File: config.mk
export PLATFORM = sky130hd
export DESIGN_NAME = id_ex_stage
export DESIGN_NICKNAME = d
export VERILOG_FILES = /design/src/rtl/id_ex_stage.sv
export SDC_FILE = /design/constraint.sdc
export NUM_CORES = 1
export LEC_CHECK = 0
export CAP_MARGIN = 20
export CORE_MARGIN = 2
export CORE_UTILIZATION = 50
export CTS_BUF_LIST = sky130_fd_sc_hd__clkbuf_8
export DETAILED_ROUTE_END_ITERATION = 12
export DONT_BUFFER_PORTS = 1
export SLEW_MARGIN = 20
export SYNTH_ARGS = -nofsm -noshare
export SYNTH_HDL_FRONTEND = slang
export SYNTH_SLANG_ARGS = --single-unit
export TNS_END_PERCENT = 50
File: constraint.sdc
create_clock -name clk -period 2.32 [get_ports clk]
set_input_delay 0.464 -clock clk [delete_from_list [all_inputs] [get_ports clk]]
set_output_delay 0.464 -clock clk [all_outputs]
set_load 0.01 [all_outputs]
File: src/rtl/id_ex_stage.sv
`default_nettype none
// ============================================================================
// Module      : id_ex_stage
// Description : ID/EX pipeline register with load-use bubble insertion,
//               downstream stall hold, branch flush and bubble counter.
// Revision    : 1.0 - initial release
// ============================================================================
module id_ex_stage #(
    parameter int XLEN = 32,
    parameter int RA_W = 5
) (
    input  logic            clk,
    input  logic            rst,
    input  logic            id_valid,
    input  logic [XLEN-1:0] id_pc,
    input  logic [XLEN-1:0] id_rs1_data,
    input  logic [XLEN-1:0] id_rs2_data,
    input  logic [XLEN-1:0] id_imm,
    input  logic [RA_W-1:0] id_rs1,
    input  logic [RA_W-1:0] id_rs2,
    input  logic [RA_W-1:0] id_rd,
    input  logic            id_uses_rs1,
    input  logic            id_uses_rs2,
    input  logic [2:0]      id_funct3,
    input  logic            id_funct7_5,
    input  logic            id_branch,
    input  logic            id_memRead,
    input  logic            id_memtoReg,
    input  logic            id_memWrite,
    input  logic            id_ALUSrc,
    input  logic            id_regWrite,
    input  logic [1:0]      id_ALUOp,
    input  logic            ex_stall,
    input  logic            ex_flush,
    output logic            stall_id,
    output logic            ex_valid,
    output logic [XLEN-1:0] ex_pc,
    output logic [XLEN-1:0] ex_rs1_data,
    output logic [XLEN-1:0] ex_rs2_data,
    output logic [XLEN-1:0] ex_imm,
    output logic [RA_W-1:0] ex_rs1,
    output logic [RA_W-1:0] ex_rs2,
    output logic [RA_W-1:0] ex_rd,
    output logic [2:0]      ex_funct3,
    output logic            ex_funct7_5,
    output logic            ex_branch,
    output logic            ex_memRead,
    output logic            ex_memtoReg,
    output logic            ex_memWrite,
    output logic            ex_ALUSrc,
    output logic            ex_regWrite,
    output logic [1:0]      ex_ALUOp,
    output logic [15:0]     bubble_count
);

    localparam logic [15:0] c_BUBBLE_MAX = 16'hFFFF;

    typedef struct packed {
        logic       branch;
        logic       mem_read;
        logic       memto_reg;
        logic       mem_write;
        logic       alu_src;
        logic       reg_write;
        logic [1:0] alu_op;
    } ctrl_t;

    typedef struct packed {
        logic            valid;
        logic [XLEN-1:0] pc;
        logic [XLEN-1:0] rs1_data;
        logic [XLEN-1:0] rs2_data;
        logic [XLEN-1:0] imm;
        logic [RA_W-1:0] rs1;
        logic [RA_W-1:0] rs2;
        logic [RA_W-1:0] rd;
        logic [2:0]      funct3;
        logic            funct7_5;
        ctrl_t           ctrl;
    } ex_t;

    ex_t         r_ex_q;
    ex_t         w_ex_d;
    logic [15:0] r_bubble_cnt_q;
    logic [15:0] w_bubble_cnt_d;
    logic        w_hazard;
    ctrl_t       w_id_ctrl;

    assign w_id_ctrl = '{branch:    id_branch,
                         mem_read:  id_memRead,
                         memto_reg: id_memtoReg,
                         mem_write: id_memWrite,
                         alu_src:   id_ALUSrc,
                         reg_write: id_regWrite,
                         alu_op:    id_ALUOp};

    // A load in EX whose destination is read by the ID instruction; x0 never hazards.
    assign w_hazard = id_valid & r_ex_q.valid & r_ex_q.ctrl.mem_read &
                      (r_ex_q.rd != '0) &
                      ((id_uses_rs1 & (id_rs1 == r_ex_q.rd)) |
                       (id_uses_rs2 & (id_rs2 == r_ex_q.rd)));

    assign stall_id = ~ex_flush & (w_hazard | ex_stall);

    always_comb begin
        w_ex_d         = r_ex_q;
        w_bubble_cnt_d = r_bubble_cnt_q;
        if (ex_flush) begin
            // Data fields are left as-is; only validity and controls matter.
            w_ex_d.valid = 1'b0;
            w_ex_d.ctrl  = '0;
        end else if (ex_stall) begin
            w_ex_d = r_ex_q;
        end else if (w_hazard) begin
            w_ex_d.valid = 1'b0;
            w_ex_d.ctrl  = '0;
            if (r_bubble_cnt_q != c_BUBBLE_MAX) begin
                w_bubble_cnt_d = r_bubble_cnt_q + 16'd1;
            end
        end else begin
            w_ex_d.valid    = id_valid;
            w_ex_d.pc       = id_pc;
            w_ex_d.rs1_data = id_rs1_data;
            w_ex_d.rs2_data = id_rs2_data;
            w_ex_d.imm      = id_imm;
            w_ex_d.rs1      = id_rs1;
            w_ex_d.rs2      = id_rs2;
            w_ex_d.rd       = id_rd;
            w_ex_d.funct3   = id_funct3;
            w_ex_d.funct7_5 = id_funct7_5;
            w_ex_d.ctrl     = id_valid ? w_id_ctrl : '0;
        end
    end

    always_ff @(posedge clk) begin
        if (rst) begin
            r_ex_q         <= '0;
            r_bubble_cnt_q <= '0;
        end else begin
            r_ex_q         <= w_ex_d;
            r_bubble_cnt_q <= w_bubble_cnt_d;
        end
    end

    assign ex_valid     = r_ex_q.valid;
    assign ex_pc        = r_ex_q.pc;
    assign ex_rs1_data  = r_ex_q.rs1_data;
    assign ex_rs2_data  = r_ex_q.rs2_data;
    assign ex_imm       = r_ex_q.imm;
    assign ex_rs1       = r_ex_q.rs1;
    assign ex_rs2       = r_ex_q.rs2;
    assign ex_rd        = r_ex_q.rd;
    assign ex_funct3    = r_ex_q.funct3;
    assign ex_funct7_5  = r_ex_q.funct7_5;
    assign ex_branch    = r_ex_q.ctrl.branch;
    assign ex_memRead   = r_ex_q.ctrl.mem_read;
    assign ex_memtoReg  = r_ex_q.ctrl.memto_reg;
    assign ex_memWrite  = r_ex_q.ctrl.mem_write;
    assign ex_ALUSrc    = r_ex_q.ctrl.alu_src;
    assign ex_regWrite  = r_ex_q.ctrl.reg_write;
    assign ex_ALUOp     = r_ex_q.ctrl.alu_op;
    assign bubble_count = r_bubble_cnt_q;

endmodule
`default_nettype wire

==> impl_metrics.py <==
metrics = {
    "cts": {
        "cts-root-buf": "clkbuf_8",
        "cts_sinks": 172,
        "clock_latency_ps": 470,
        "htree_num_levels": 4,
        "numCtsBuffers": 17,
        "holdBufCountCts": 0,
        "cts_tree": "yes",
        "cts.path.max_buffers": 2,
        "cts.clk_slew.worst_paths_ps": 100,
    },
    "outcome": {
        "outcome": "finished clean",
    },
    "sta": {
        "hold_ws_ps": 70.9,
        "fin_crit_sh": 0.970,
        "maxSlewViolCount": 0,
        "skew_ps": 17.5,
        "slew_headroom": 0.338,
        "rsz0062_at_grt": "true",
        "hold_viol_final": 0,
        "fmax_ghz": 0.444,
        "post-route-min-period_ps": 2250,
        "setup_violations": 0,
        "fin_tns_setup_ps": 0,
        "timing.final.ws_setup_ps": 69.1,
        "tightest_slew_ps": 991,
    },
    "global_routing": {
        "grt_pass1_wl_mm": 45.3,
        "track_usage": 0.259,
        "grt_max_degree": 93,
        "antenna_found_initial": 13,
        "grt_overflow": 0,
        "grt_pass1_vias": 8066,
    },
    "yosys": {
        "async_flop_share": 0,
        "yosys_most_used_dff": "dfxtp_1",
        "syn_area_per_cell_um2": 8.60,
        "yosysTopAreaCellShare": 0.344,
        "syn_inst": 1163,
        "ys_types": 44,
        "syn-cell-area_um2": 10000,
        "synth_area_leaders": "dfxtp_1, and3_1, mux2i_1, a32oi_1, nand2_1",
        "synth_edf_count": 0,
        "synth-seq-cells": 172,
        "synth_fp_nets": 1326,
        "synth_largest_area_cell": "dfxtp_1",
        "ys_warn_count": 0,
        "yosysSeqAreaShare": 0.344,
    },
    "floorplanning": {
        "die_width_um": 145,
        "coreArea_um2": 19500,
        "rows": 51,
        "pin_count": 335,
        "dieArea_um2": 21100,
        "initial_core_util": 0.512,
        "die_h_um": 145,
    },
    "route": {
        "drc_errors": 0,
        "drtIter0Drc": 602,
        "ant_nets": 0,
        "routed-via-count": 8764,
        "wl_per_cell_um": 20.5,
        "firstDrtPassIters": 4,
        "postRouteWirelength_mm": 28.5,
        "via_per_inst": 6.31,
    },
    "finish": {
        "layout.nets": 1260,
        "final_area_um2": 10800,
        "synthToLayoutAreaGrowth_pct": 8.32,
        "fin_util": 0.555,
        "final_layout_size_suffix_gt1_frac": 0.0974,
    },
    "pwr": {
        "irDropWorstVdd_mv": 0.339,
        "power_density_nw_per_um2": 578,
        "internal-power_mw": 4.35,
        "power.share.combinational": 0.121,
        "pwr-share-clk": 0.319,
        "switchingPower_mw": 1.91,
        "p_leak_nw": 5.12,
        "p_seq_frac": 0.561,
        "p_sw_frac": 0.305,
    },
    "min_path": {
        "holdCritPathClass": "input port to register",
    },
    "setup_path": {
        "path_max_fanout": 3,
        "r2r_slack_ps": 130,
        "slowest_delay_ps": 390,
        "cp_slowest_cell": "dfxtp_4",
        "cp_top_family": "flip-flops",
        "end_kind": "output pin",
        "cp-start-kind": "register",
        "path_class": "register to output pin",
        "crit_arrival_ps": 1790,
        "required_ps": 1860,
        "cp_cell_sequence": "xnor2_2 -> nand4_1 -> o22ai_4 -> buf_6 -> a21oi_2 -> nor2_2",
        "path_buf_inv": 1,
    },
    "run": {
        "maxCapViolations": 0,
    },
    "placed_design": {
        "preCtsSetupSlack_ps": 188,
        "placed_area_um2": 10400,
        "hpwl_mm": 18.5,
        "gp_congestion": 0.792,
        "port_buffers": 0,
    },
}
==> what timing repair did <==
item	4_1_cts	5_1_grt
gates resized for setup	7	7
setup endpoints to repair	1	2
pin swaps	3	5
buffers inserted	5	1
==> power groups by stage <==
| stage | sequential (mW) | clock [mW] | combinational (mW) |
|---|---|---|---|
| final | 3.51 | 2.00 | 0.756 |
| after global placement | 3.58 | 0 | 0.723 |
| after detailed placement | 3.58 | 0 | 0.733 |
| after floorplan | 3.50 | 0 | 0.561 |
| after CTS | 3.51 | 2.06 | 0.747 |
| after global routing | 3.55 | 2.18 | 0.842 |
==> synthesized netlist by cell type, types with 4 or more instances <==
cell / n
buf_2: 21
clkbuf_1: 107
and3_1: 294
nor2_1: 10
a22o_1: 8
nor2b_1: 4
nand4_1: 7
nand2_1: 158
nor3_1: 4
a21oi_1: 11
nand3_1: 8
mux2i_1: 148
xnor2_1: 10
dfxtp_1: 172
a32oi_1: 147
or4_1: 8
o31ai_1: 8
==> cells by family after synthesis <==
family | synth area share
adder cells (fa/ha/maj) | 0.00125
buffers and inverters | 0.0586
flip-flops | 0.344
multiplexers | 0.153
AND/OR/NAND/NOR | 0.278
AO/OA/AOI/OAI | 0.156
XOR/XNOR | 0.00876
==> final timing paths <==
| check | from | endpoint | cells past startpoint |
|---|---|---|---|
| setup reg to reg | ex_rd[3] | ex_rs1[0] | 9 |
| hold / removal | rst | bubble_count[2] | 1 |
| setup / recovery | ex_rd[2] | stall_id | 6 |
| hold reg to reg | ex_ALUOp[1] | ex_ALUOp[1] | 1 |
==> cell usage in the layout (no fill, tap or decap), types with 2 or more instances in the layout <==
cell type,instances
a21oi_1,10
a22o_1,8
a32oi_1,147
and3_1,294
buf_12,17
buf_4,32
clkbuf_8,17
clkinv_2,2
clkinvlp_4,5
dfxtp_1,168
dfxtp_2,2
dfxtp_4,2
diode_2,14
inv_1,4
inv_6,4
mux2_2,3
mux2i_1,148
nand2_1,158
nand3_1,8
nand4_1,7
nor2_1,8
nor2b_1,4
nor3_1,4
o21ai_0,2
o31ai_1,8
or2_2,2
or3_1,2
or4_1,8
xnor2_1,6
xnor2_2,4
==> per-layer routing <==
metal / global-route usage / routed length, µm / vias to the layer above
met5: 0 / 0 / -
met4: 0.0848 / 612 / 0
met3: 0.108 / 2770 / 32
met2: 0.397 / 13100 / 286
met1: 0.331 / 12000 / 4149
li1: - / - / 4297
==> state kept, by name, indices dropped and copies added, names as in the netlist, 2 cells and up <==
name,cells
ex_pc,32
ex_rs2,5
ex_ALUOp,2
bubble_count,16
ex_imm,32
ex_funct3,3
ex_rd,5
ex_rs2_data,32
ex_rs1,5
ex_rs1_data,32
==> layout make-up <==
| cell class | count | area, µm² |
|---|---|---|
| Clock inverter | 14 | 120 |
| Antenna cell | 14 | 35.0 |
| Timing Repair Buffer | 50 | 592 |
| Multi-Input combinational cell | 853 | 6050 |
| Fill cell | 1838 | 8690 |
| Clock buffer | 17 | 234 |
| Tap cell | 265 | 332 |
| Sequential cell | 172 | 3450 |
| Inverter | 3 | 18.8 |
==> stage by stage <==
stage | total power [mW] | cells
finish | 6.26 | 1388
CTS | 6.32 | 1373
global placement | 4.30 | 1338
detailed placement | 4.31 | 1338
global route | 6.57 | 1385
floorplan | 4.06 | 1163
Power figures use the tool's default switching activity.
